File: src/rtl/booth_pkg.sv
// Shared definitions for the radix-2 Booth multiplier: FSM state encoding
// and the default operand width.
package booth_pkg;

  localparam int WIDTH_DEFAULT = 8;

  // LOAD samples the operands, ITER retires one Booth step per clock
  typedef enum logic {
    LOAD = 1'b0,
    ITER = 1'b1
  } state_t;

endpackage

File: src/rtl/booth_step.sv
// One combinational radix-2 Booth step: conditional add/subtract of the
// multiplicand into the accumulator, then an arithmetic right shift of the
// combined {acc, q, q_1} register.
module booth_step #(
  parameter int WIDTH = 8
) (
  input  logic [WIDTH:0]   acc,
  input  logic [WIDTH-1:0] q,
  input  logic             q_1,
  input  logic [WIDTH:0]   m,
  output logic [WIDTH:0]   acc_next,
  output logic [WIDTH-1:0] q_next,
  output logic             q_1_next
);

  logic [WIDTH:0] sum;

  // Select add/sub/none from the Booth pair, then shift right replicating the guard MSB
  always_comb begin
    sum = acc;
    case ({q[0], q_1})
      2'b01:   sum = acc + m;
      2'b10:   sum = acc - m;
      default: sum = acc;
    endcase
    acc_next = {sum[WIDTH], sum[WIDTH:1]};
    q_next   = {sum[0], q[WIDTH-1:1]};
    q_1_next = q[0];
  end

endmodule

File: src/rtl/booth_multiplier.sv
// Free-running sequential radix-2 Booth multiplier. Samples A/B in LOAD,
// runs WIDTH Booth steps in ITER, registers the signed product on Output and
// pulses done for one cycle, then immediately restarts on the current operands.
// The accumulator and multiplicand carry one guard bit so that the
// most-negative by most-negative product is exact.
module booth_multiplier
  import booth_pkg::*;
#(
  parameter int WIDTH = WIDTH_DEFAULT
) (
  input  logic                 clk,
  input  logic                 rst,
  input  logic [WIDTH-1:0]     A,
  input  logic [WIDTH-1:0]     B,
  output logic [2*WIDTH-1:0]   Output,
  output logic                 done
);

  localparam int CW = $clog2(WIDTH) + 1;

  state_t             state_reg;
  state_t             state_next;
  logic [CW-1:0]      count_reg;
  logic [WIDTH:0]     m_reg;
  logic [WIDTH:0]     acc_reg;
  logic [WIDTH-1:0]   q_reg;
  logic               q_1_reg;
  logic [2*WIDTH-1:0] output_reg;
  logic               done_reg;

  logic               load_en;
  logic               step_en;
  logic               last_step;

  logic [WIDTH:0]     acc_next;
  logic [WIDTH-1:0]   q_next;
  logic               q_1_next;

  booth_step #(
    .WIDTH (WIDTH)
  ) u_step (
    .acc      (acc_reg),
    .q        (q_reg),
    .q_1      (q_1_reg),
    .m        (m_reg),
    .acc_next (acc_next),
    .q_next   (q_next),
    .q_1_next (q_1_next)
  );

  // State register
  always_ff @(posedge clk) begin
    if (rst) begin
      state_reg <= LOAD;
    end else begin
      state_reg <= state_next;
    end
  end

  // Next state: one LOAD cycle, then ITER until the final Booth step retires
  always_comb begin
    state_next = state_reg;
    case (state_reg)
      LOAD:    state_next = ITER;
      ITER:    state_next = last_step ? LOAD : ITER;
      default: state_next = LOAD;
    endcase
  end

  // FSM outputs: datapath enables and the final-step marker
  always_comb begin
    load_en   = (state_reg == LOAD);
    step_en   = (state_reg == ITER);
    last_step = step_en && (count_reg == CW'(WIDTH - 1));
  end

  // Operand, accumulator and step-count registers
  always_ff @(posedge clk) begin
    if (rst) begin
      m_reg     <= '0;
      acc_reg   <= '0;
      q_reg     <= '0;
      q_1_reg   <= 1'b0;
      count_reg <= '0;
    end else if (load_en) begin
      m_reg     <= {A[WIDTH-1], A};
      acc_reg   <= '0;
      q_reg     <= B;
      q_1_reg   <= 1'b0;
      count_reg <= '0;
    end else if (step_en) begin
      acc_reg   <= acc_next;
      q_reg     <= q_next;
      q_1_reg   <= q_1_next;
      count_reg <= count_reg + 1'b1;
    end
  end

  // Product register and done pulse, updated on the edge that completes the last step
  always_ff @(posedge clk) begin
    if (rst) begin
      output_reg <= '0;
      done_reg   <= 1'b0;
    end else begin
      done_reg <= last_step;
      if (last_step) begin
        output_reg <= {acc_next[WIDTH-1:0], q_next};
      end
    end
  end

  assign Output = output_reg;
  assign done   = done_reg;

endmodule

File: config.mk
export PLATFORM = sky130hd
export DESIGN_NAME = booth_multiplier
export DESIGN_NICKNAME = d
export VERILOG_FILES = /design/src/rtl/booth_pkg.sv /design/src/rtl/booth_step.sv /design/src/rtl/booth_multiplier.sv
export SDC_FILE = /design/constraint.sdc
export NUM_CORES = 1
export LEC_CHECK = 0
export CAP_MARGIN = 10
export CORE_ASPECT_RATIO = 1.25
export CORE_UTILIZATION = 55
export CTS_BUF_LIST = sky130_fd_sc_hd__clkbuf_4
export DETAILED_ROUTE_END_ITERATION = 7
export PLACE_DENSITY = 0.82
export SLEW_MARGIN = 20
export SYNTH_ARGS = -nofsm -noshare
export SYNTH_HDL_FRONTEND = slang
export SYNTH_SLANG_ARGS = --single-unit
File: constraint.sdc
create_clock -name clk -period 3 [get_ports clk]
set_input_delay 0.6 -clock clk [delete_from_list [all_inputs] [get_ports clk]]
set_output_delay 0.6 -clock clk [all_outputs]
set_load 0.01 [all_outputs]
==> results.toml, run 1 <==
[timing]
fin_tns_setup_ns = 0
relSlewSlack_pct = 53.3
max_freq_ghz = 0.396
fin_crit_sh_pct = 84.2
setup_slack_ns = 0.475
clock_skew_ns = 0.0118
min_period_ns = 2.53
grt_setup_unrepaired = "no"
hold_violations = 0
hold_slack_ns = 0.462
worstMarginPinSlew_ns = 0.700
setup_violations = 0
maxSlewViolCount = 0

[clocking]
cts_root_buf = "clkbuf_4"
ctsHtreeMaxLevel = 2
cts_tree = "yes"
clock_latency_ns = 0.36
cts_setup_buffers = 0
cts.sinks = 47
clkTransAtPathRegs_ns = 0.13
cts_hold_buf = 0
cts_buffers = 5
cts_max_path_buffers = 2
cts_resized = 0

[placed_design]
place_ws_ns = 0.531
place_hpwl_um = 2990
gp_congestion = 0.958
dp.cells = 285
placed_cell_area_um2 = 2430
io_buffers = 34

[worst_setup_path]
crit_chain = "inv_1, ha_1, nor2_1, xnor2_1, ha_1, a21o_1, a21oi_1, o31ai_1, mux2i_1, xor2_1, o21ai_1"
slowest_stage = "dfxtp_1"
crit_type = "reg -> reg"
r2r_start = "m_reg[0]"
cp_common_cell = "ha_1"
critical_path_arrival_ns = 2.77
cp.required_ns = 3.25
r2r-end = "Output[15]"
reg2reg_depth = 11
r2r_setup_slack_ns = 0.47
crit_path_start_kind = "flop"
end_kind = "flop"
path_max_fanout = 5
crit_path_max_incr_delay_ns = 0.42

[finish]
drive_gt1_share_pct = 4.74
area.growth.synth_to_final_pct = 19.4
largest_reg_flops = 16
antenna_cells = 0
post-route-cell-area_um2 = 2510
final_util_pct = 70.2
layout.nets = 283
fin_cells = 292

[floorplanning]
rows = 24
ios = 35
start_util_pct = 58.8
core_area_um2 = 3570
die_h_um = 71.1
die_w_um = 57.3
dieArea_um2 = 4070

[power]
power_leakage_nw = 1.02
ir_drop_mv = 0.357
p_per_area_nw_per_um2 = 509
total_power_mw = 1.28

[global_route]
track_usage_pct = 21.4
grt_pass1_wl_um = 6600
grt_pass1_vias = 1519
grt_overflow = 0
antenna_found_initial = 0
grt_max_degree = 17

[yosys]
synth_edf_count = 0
syn_inst = 218
async_flop_share_pct = 0
yosysWarnings = 0
yosysMostFrequentCell = "dfxtp_1"
synth_ff_type = "dfxtp_1"
synthTopCellsByArea = "dfxtp_1 45%, mux2i_1 9.5%, ha_1 6.5%, nor2_1 6.3%, xnor2_1 4.2%"
yosys_register_bits = 47
synth.top_cells.by_count = "47 x dfxtp_1, 35 x nor2_1, 20 x mux2i_1"
synth.yosys.seq_area_share_pct = 44.8
synth.distinct_cells = 34
syn_area_per_cell_um2 = 9.64
synth_area_um2 = 2100
synth_largest_area_cell = "dfxtp_1"
synth_nets = 248
synth_top_area_share_pct = 44.8

[outcome]
violations = "design-rule violations"
status = "finished with violations"

[routing]
num_vias = 1593
drt_pass1_iterations = 6
drt-wirelength-per-cell_um = 13.6
drc = 2
ant_nets = 0
viasPerCell = 5.46
routed_wl_um = 3980
first_iter_violations = 31

[worst_hold_path]
whs_path_depth = 1
hold_class = "reg -> reg"
hold_path.startpoint = "count_reg[0]"
hold_path_end = "count_reg[0]"

[flow_run]
drv_cap = 0
==> worst max-delay path, delay by kind of cell (launching register included) <==
kind | cells | cell delay, ns
compound gates | 4 | 0.64
flops | 1 | 0.42
buf+inv | 1 | 0.08
xor+xnor | 2 | 0.29
simple gates | 1 | 0.12
fa+ha+maj | 2 | 0.60
mux | 1 | 0.26
==> layout by cell type (no fill, tap or decap), types with 4 or more instances in the layout <==
master and count:
o21ai_1 4, ha_1 11, mux2i_1 20, inv_1 6
nor2_1 35, dfxtp_1 47, nand2_1 13, xnor2_1 10
clkdlybuf4s50_1 34, a21oi_1 12, nor3_1 6, clkbuf_4 5
o21ai_0 7, xor2_1 4, a22o_1 9
==> where the power goes <==
part           leakage [nW]  internal, mW  switching (mW)
combinational         0.602         0.119           0.124
clock                0.0373         0.171           0.199
sequential            0.383         0.644          0.0197
total                  1.02         0.934           0.343
==> kinds of logic after synthesis <==
family                     Yosys count  share of synthesized area (%)
and+or+nand+nor                     67                           14.6
DFF                                 47                           44.8
AOI/OAI and AO/OA                   42                           12.7
muxes                               20                           9.52
buffers and inverters               16                           5.00
xor gates and xnor gates            14                           5.83
adders and majority gates           12                           7.50
==> metal layers <==
metal | track usage [%] | part of all wire (%) | wire [um] | vias to the layer above
li1 | - | - | - | 819
met1 | 24.9 | 43 | 1710 | 726
met2 | 35.2 | 49 | 1970 | 40
met3 | 4.94 | 4.6 | 183 | 8
met4 | 13.8 | 2.9 | 117 | 0
met5 | 0 | 0 | 0 | -
==> layout make-up <==
cell class	count	area, um2
Inverter	7	26.3
Clock buffer	5	37.5
Multi-Input combinational cell	155	1060
Timing Repair Buffer	37	363
Tap cell	39	48.8
Fill cell	290	1060
Clock inverter	2	37.5
Sequential cell	47	941
==> how the worst max path moves through the flow <==
stage | start | to | slack [ns] | cells after the start
final | m_reg[0] | Output[15] | 0.47 | 11
after floorplan | q_1_reg | Output[15] | 0.72 | 12
after global routing | m_reg[0] | Output[13] | 0.30 | 11
after global placement | m_reg[0] | Output[15] | 0.60 | 11
after CTS | m_reg[0] | Output[15] | 0.49 | 11
after detailed placement | m_reg[0] | Output[15] | 0.53 | 10
Power figures use the tool's default switching activity.
==> run 2, diff against run 1 <==
==> constraint.sdc (replaced) <==
create_clock -name clk -period 2.4 [get_ports clk]
set_input_delay 0.48 -clock clk [delete_from_list [all_inputs] [get_ports clk]]
set_output_delay 0.48 -clock clk [all_outputs]
set_load 0.01 [all_outputs]
==> run 2 against run 1 <==
Effect of this change: sequential power grew 25%; non-clock buffer count grew 8; global-route usage grew 1.9 points; utilization grew 2.9 points; routed wire length grew 11%; sequential share of layout area shrank 1.3 points; count of clock-buffer cells in the layout grew 2; largest cell class unchanged; via count grew 5.9%; the flow still finishes with violations (design-rule violations); final cell count grew 3.1%; flip-flop and latch count is the same; clock skew shrank 0.0066 ns.
==> results.toml, run 2 (synthesis results as in run 1) <==
[outcome]
status = "finished with violations"
violations = "design-rule violations"

[timing]
hold_slack_ns = 0.454
max_freq_ghz = 0.427
worstMarginPinSlew_ns = 0.386
setup_violations = 0
relSlewSlack_pct = 74.3
min_period_ns = 2.34
maxSlewViolCount = 0
grt_setup_unrepaired = "yes"
hold_violations = 0
setup_slack_ns = 0.0587
fin_crit_sh_pct = 97.6
clock_skew_ns = 0.00522

[placed_design]
gp_congestion = 0.962
io_buffers = 34
place_ws_ns = -0.0597
place_hpwl_um = 3160
placed_cell_area_um2 = 2460

[floorplanning]
start_util_pct = 58.8
core_area_um2 = 3570
rows = 24
die_w_um = 57.3
dieArea_um2 = 4070
die_h_um = 71.1
ios = 35

[clocking]
clock_latency_ns = 0.37
cts_hold_buf = 0
cts_tree = "yes"
clkTransAtPathRegs_ns = 0.13
cts_buffers = 5
cts_max_path_buffers = 2
ctsHtreeMaxLevel = 2
cts.sinks = 47
cts_root_buf = "clkbuf_4"

[routing]
routed_wl_um = 4400
drc = 1
drt_pass1_iterations = 8
num_vias = 1687
viasPerCell = 5.60
drt-wirelength-per-cell_um = 14.6
ant_nets = 0
first_iter_violations = 50

[finish]
register_area_um2 = 946
final_util_pct = 73.2
largest_reg_flops = 16
area.growth.synth_to_final_pct = 24.4
layout.nets = 291
antenna_cells = 0
multi_input_area_um2 = 1110
drive_gt1_share_pct = 14.1
fill_cells = 262
post-route-cell-area_um2 = 2620
layout_common_cells = "43 x dfxtp_1, 35 x nor2_1, 34 x clkdlybuf4s50_1"
final_common_cell = "dfxtp_1"

[global_route]
met3_usage_pct = 4.75
track_usage_pct = 23.3
top_usage_layer = "met2"
grt_pass1_vias = 1634
grt_pass1_wl_um = 7260
grt_max_degree = 19
use_met2_pct = 41.2
antenna_found_initial = 0
use_met1_pct = 26.9
grt_overflow = 0

[flow_run]
drv_cap = 0

[power]
p_per_area_nw_per_um2 = 607
total_power_mw = 1.59
power_leakage_nw = 1.06
ir_drop_mv = 0.384

[worst_setup_path]
cp.required_ns = 2.66
crit_path_start_kind = "flop"
crit_type = "reg -> reg"
path_max_fanout = 6
critical_path_arrival_ns = 2.60
end_kind = "flop"

[worst_hold_path]
hold_class = "reg -> reg"
## run 2: cell count changes in the layout (fill, tap and decap cells not counted), moves of 4 or more
cell,delta
dfxtp_2,+4
dfxtp_1,-4
a21oi_2,+4
a21oi_1,-5
buf_4,+8
## run 2: critical path, stage by stage (launching register included)
cell     delay (ns)
dfxtp_1        0.32
inv_1          0.06
ha_2           0.24
nor2_1         0.07
xnor2_1        0.22
ha_1           0.32
a21o_1         0.23
a21oi_4        0.19
buf_4          0.15
xor2_1         0.15
nor2_1         0.07
a21oi_2        0.13
o21ai_0        0.08
## run 2: path summary, 6_finish.rpt
check	start	endpoint	slack, ns	cells past startpoint
worst max-delay path	q_1_reg	Output[11]	0.06	12
worst min-delay path	Output[15]	Output[15]	0.45	2
worst max register to register	q_1_reg	Output[11]	0.06	12
worst min register to register	Output[15]	Output[15]	0.45	2
## run 2: cell type report
class	instances	share of cell area [%]
multi-input cells	155	42.6
inverters	7	1.00
flip-flops and latches	47	36.2
clock inverters	1	0.191
repair buffers	45	16.2
well taps	39	1.87
clock buffers	7	2.01
## run 2: per-layer routing
metal / routed length, um / share of wire (%)
met4: 132 / 3.0
met3: 170 / 3.9
met2: 2240 / 51
met1: 1860 / 42
met5: 0 / 0
## run 2: stage by stage
step / TNS [ns] / std cells
6_report: 0 / 301
3_3_place_gp: -0.0319 / 289
2_1_floorplan: 0 / 218
5_1_grt: -0.240 / 301
4_1_cts: 0 / 297
3_5_place_dp: -0.107 / 289
## run 2: what timing repair did
| action | in CTS | in global routing |
|---|---|---|
| resized for setup | 4 | 16 |
| setup buffers | 0 | 4 |
| pin swaps | 0 | 10 |
| setup endpoints to repair | 5 | 10 |
## run 2: power breakdown
| part | internal [mW] | leakage (nW) | switching, mW |
|---|---|---|---|
| clock | 0.137 | 0.0361 | 0.246 |
| combinational | 0.186 | 0.642 | 0.189 |
| sequential | 0.806 | 0.384 | 0.0232 |
| total | 1.13 | 1.06 | 0.458 |
==> run 3, diff against run 2 <==
--- a/config.mk
+++ b/config.mk
@@ -7,11 +7,12 @@
 export LEC_CHECK = 0
 export CAP_MARGIN = 10
 export CORE_ASPECT_RATIO = 1.25
-export CORE_UTILIZATION = 55
+export CORE_UTILIZATION = 56
 export CTS_BUF_LIST = sky130_fd_sc_hd__clkbuf_4
 export DETAILED_ROUTE_END_ITERATION = 7
-export PLACE_DENSITY = 0.82
+export PLACE_DENSITY = 0.81
 export SLEW_MARGIN = 20
 export SYNTH_ARGS = -nofsm -noshare
 export SYNTH_HDL_FRONTEND = slang
+export SYNTH_HIERARCHICAL = 1
 export SYNTH_SLANG_ARGS = --single-unit
==> run 3 against run 2 <==
Effect of this change: the run ends with negative setup slack left; critical path type unchanged; register-to-register slack got worse by 0.28 ns; power increased by 18%; utilization up 5.9 points.
==> results.toml, run 3 <==
[finish]
area.growth.synth_to_final_pct = 32.1
layout_common_cells = "42 x dfxtp_1, 35 x nand2b_1, 34 x mux2i_1, 34 x clkdlybuf4s50_1, 32 x buf_4"
final_common_cell = "dfxtp_1"
layout.nets = 350
final_util_pct = 79.1
antenna_cells = 0
fill_cells = 275
largest_reg_flops = 16
drive_gt1_share_pct = 25.5

[clocking]
cts_max_path_buffers = 2
clock_latency_ns = 0.35
clkTransAtPathRegs_ns = 0.13
cts.sinks = 48
cts_buffers = 5
ctsHtreeMaxLevel = 2
cts_tree = "yes"
cts_hold_buf = 0
cts_root_buf = "clkbuf_4"

[worst_setup_path]
setup.worst_path.start = "q_1_reg"
r2r_setup_slack_ns = -0.22
cp.depth = 13
crit_family = "adder cells"
r2r_start = "q_1_reg"
path_max_fanout = 8
crit_path_max_incr_delay_ns = 0.34
crit_type = "reg -> reg"
critPathBufInv = 2
slowest_stage = "dfxtp_2"
end_kind = "flop"
critical_path_arrival_ns = 2.90
cp.required_ns = 2.68
crit_path_start_kind = "flop"
r2r-end = "Output[15]"
crit_chain = "inv_2, ha_4, buf_4, a21oi_1, xnor2_1, ha_1, o21ai_1, o21bai_1, and4_1, nor3_2, xor2_1, nand2b_1, mux2i_1"
endpoint = "Output[15]"
reg2reg_depth = 13

[placed_design]
place_hpwl_um = 3460
io_buffers = 34
gp_congestion = 0.921

[power]
p_per_area_nw_per_um2 = 564
power_leakage_nw = 1.31
ir_drop_mv = 0.420

[yosys]
yosysWarnings = 6
yosysMostFrequentCell = "dfxtp_1"
syn_area_per_cell_um2 = 9.52
synth_nets = 294
synth_ff_type = "dfxtp_1"
synth_edf_count = 0
synth_area_um2 = 2510
synthTopCellsByArea = "dfxtp_1 38%, mux2i_1 14%, nand2b_1 8.7%, ha_1 5.5%, nor2_1 3.7%"
synth_largest_area_cell = "dfxtp_1"
synth.top_cells.by_count = "48 x dfxtp_1, 35 x mux2i_1, 35 x nand2b_1"
synth.distinct_cells = 45
synth.yosys.seq_area_share_pct = 38.2
async_flop_share_pct = 0
syn_inst = 264
synth_top_area_share_pct = 38.2
yosys_register_bits = 48

[timing]
hold_violations = 0
clock_skew_ns = 0.0143
grt_setup_unrepaired = "yes"
max_freq_ghz = 0.382
min_period_ns = 2.62
fin_crit_sh_pct = 109
worstMarginPinSlew_ns = 0.860
hold_slack_ns = 0.464
setup_violations = 6
relSlewSlack_pct = 42.6
maxSlewViolCount = 0
setup_slack_ns = -0.217

[floorplanning]
die_h_um = 76.9
core_area_um2 = 4200
die_w_um = 61.9
ios = 35
dieArea_um2 = 4760
start_util_pct = 59.9
rows = 26

[routing]
drc = 0
viasPerCell = 5.42
routed_wl_um = 5720
first_iter_violations = 123
ant_nets = 0
drt-wirelength-per-cell_um = 15.2
drt_pass1_iterations = 4
num_vias = 2044

[global_route]
track_usage_pct = 24.2
grt_overflow = 0
grt_max_degree = 53
grt_pass1_wl_um = 8680
grt_pass1_vias = 1969
antenna_found_initial = 0

[outcome]
status = "finished with violations"
violations = "negative setup slack"

[worst_hold_path]
hold_class = "reg -> reg"

[flow_run]
drv_cap = 0
run 3: layout make-up:
cell class | instances | area [um2] | area share (%)
Clock buffer | 5 | 37.5 | 1.13
Tap cell | 56 | 70.1 | 2.11
Timing Repair Buffer | 71 | 637 | 19.2
Clock inverter | 3 | 37.5 | 1.13
Multi-Input combinational cell | 187 | 1540 | 46.5
Sequential cell | 48 | 968 | 29.2
Inverter | 7 | 26.3 | 0.792
run 3: how the worst min path moves through the flow:
stage                            start      endpoint  slack (ns)  depth (start not counted)
after floorplan           count_reg[0]  count_reg[0]        0.42                          1
after global placement    count_reg[0]  count_reg[0]        0.44                          1
after detailed placement  count_reg[0]  count_reg[0]        0.44                          1
after CTS                 count_reg[0]  count_reg[0]        0.46                          1
after global routing      count_reg[0]  count_reg[0]        0.49                          1
final                     count_reg[0]  count_reg[0]        0.46                          1
run 3: per-stage QoR:
stage	total power, mW	setup slack [ns]	cells	TNS, ns	cell area (um2)
2_1_floorplan	1.13	0.00947	264	0	2520
3_5_place_dp	1.28	-0.210	360	-1.17	2990
5_1_grt	1.96	-0.340	377	-1.56	3320
6_report	1.87	-0.217	377	-0.587	3320
4_1_cts	1.80	-0.0166	371	-0.0170	3210
3_3_place_gp	1.27	-0.196	360	-0.731	2990
run 3: what timing repair did:
action | 4_1_cts | 5_1_grt
endpoints found under the hold margin | 0 | 0
resized for setup | 37 | 12
setup endpoints to repair | 11 | 12
setup buffers | 3 | 6
pin swaps | 17 | 13
run 3: routing by layer:
metal,part of all wire [%],GRT usage (%)
met5,0,0
met4,2.3,10.4
met3,3.2,5.06
met2,52,39.6
met1,42,29.5
run 3: power breakdown:
part,leakage [nW],internal [mW],switching (mW)
Sequential,0.393,0.823,0.0189
Combinational,0.878,0.299,0.265
Clock,0.0403,0.213,0.251
run 3: logic make-up (layout without fill, tap and decap cells):
kind of cell | count (synthesis) | after routing | synth area share, %
buffers and inverters | 29 | 86 | 7.07
adder cells (fa/ha/maj) | 12 | 12 | 6.27
AND/OR/NAND/NOR | 98 | 98 | 22.2
multiplexers | 36 | 36 | 14.4
AO/OA/AOI/OAI | 30 | 30 | 8.06
flip-flops | 48 | 48 | 38.2
XOR/XNOR | 11 | 11 | 3.83
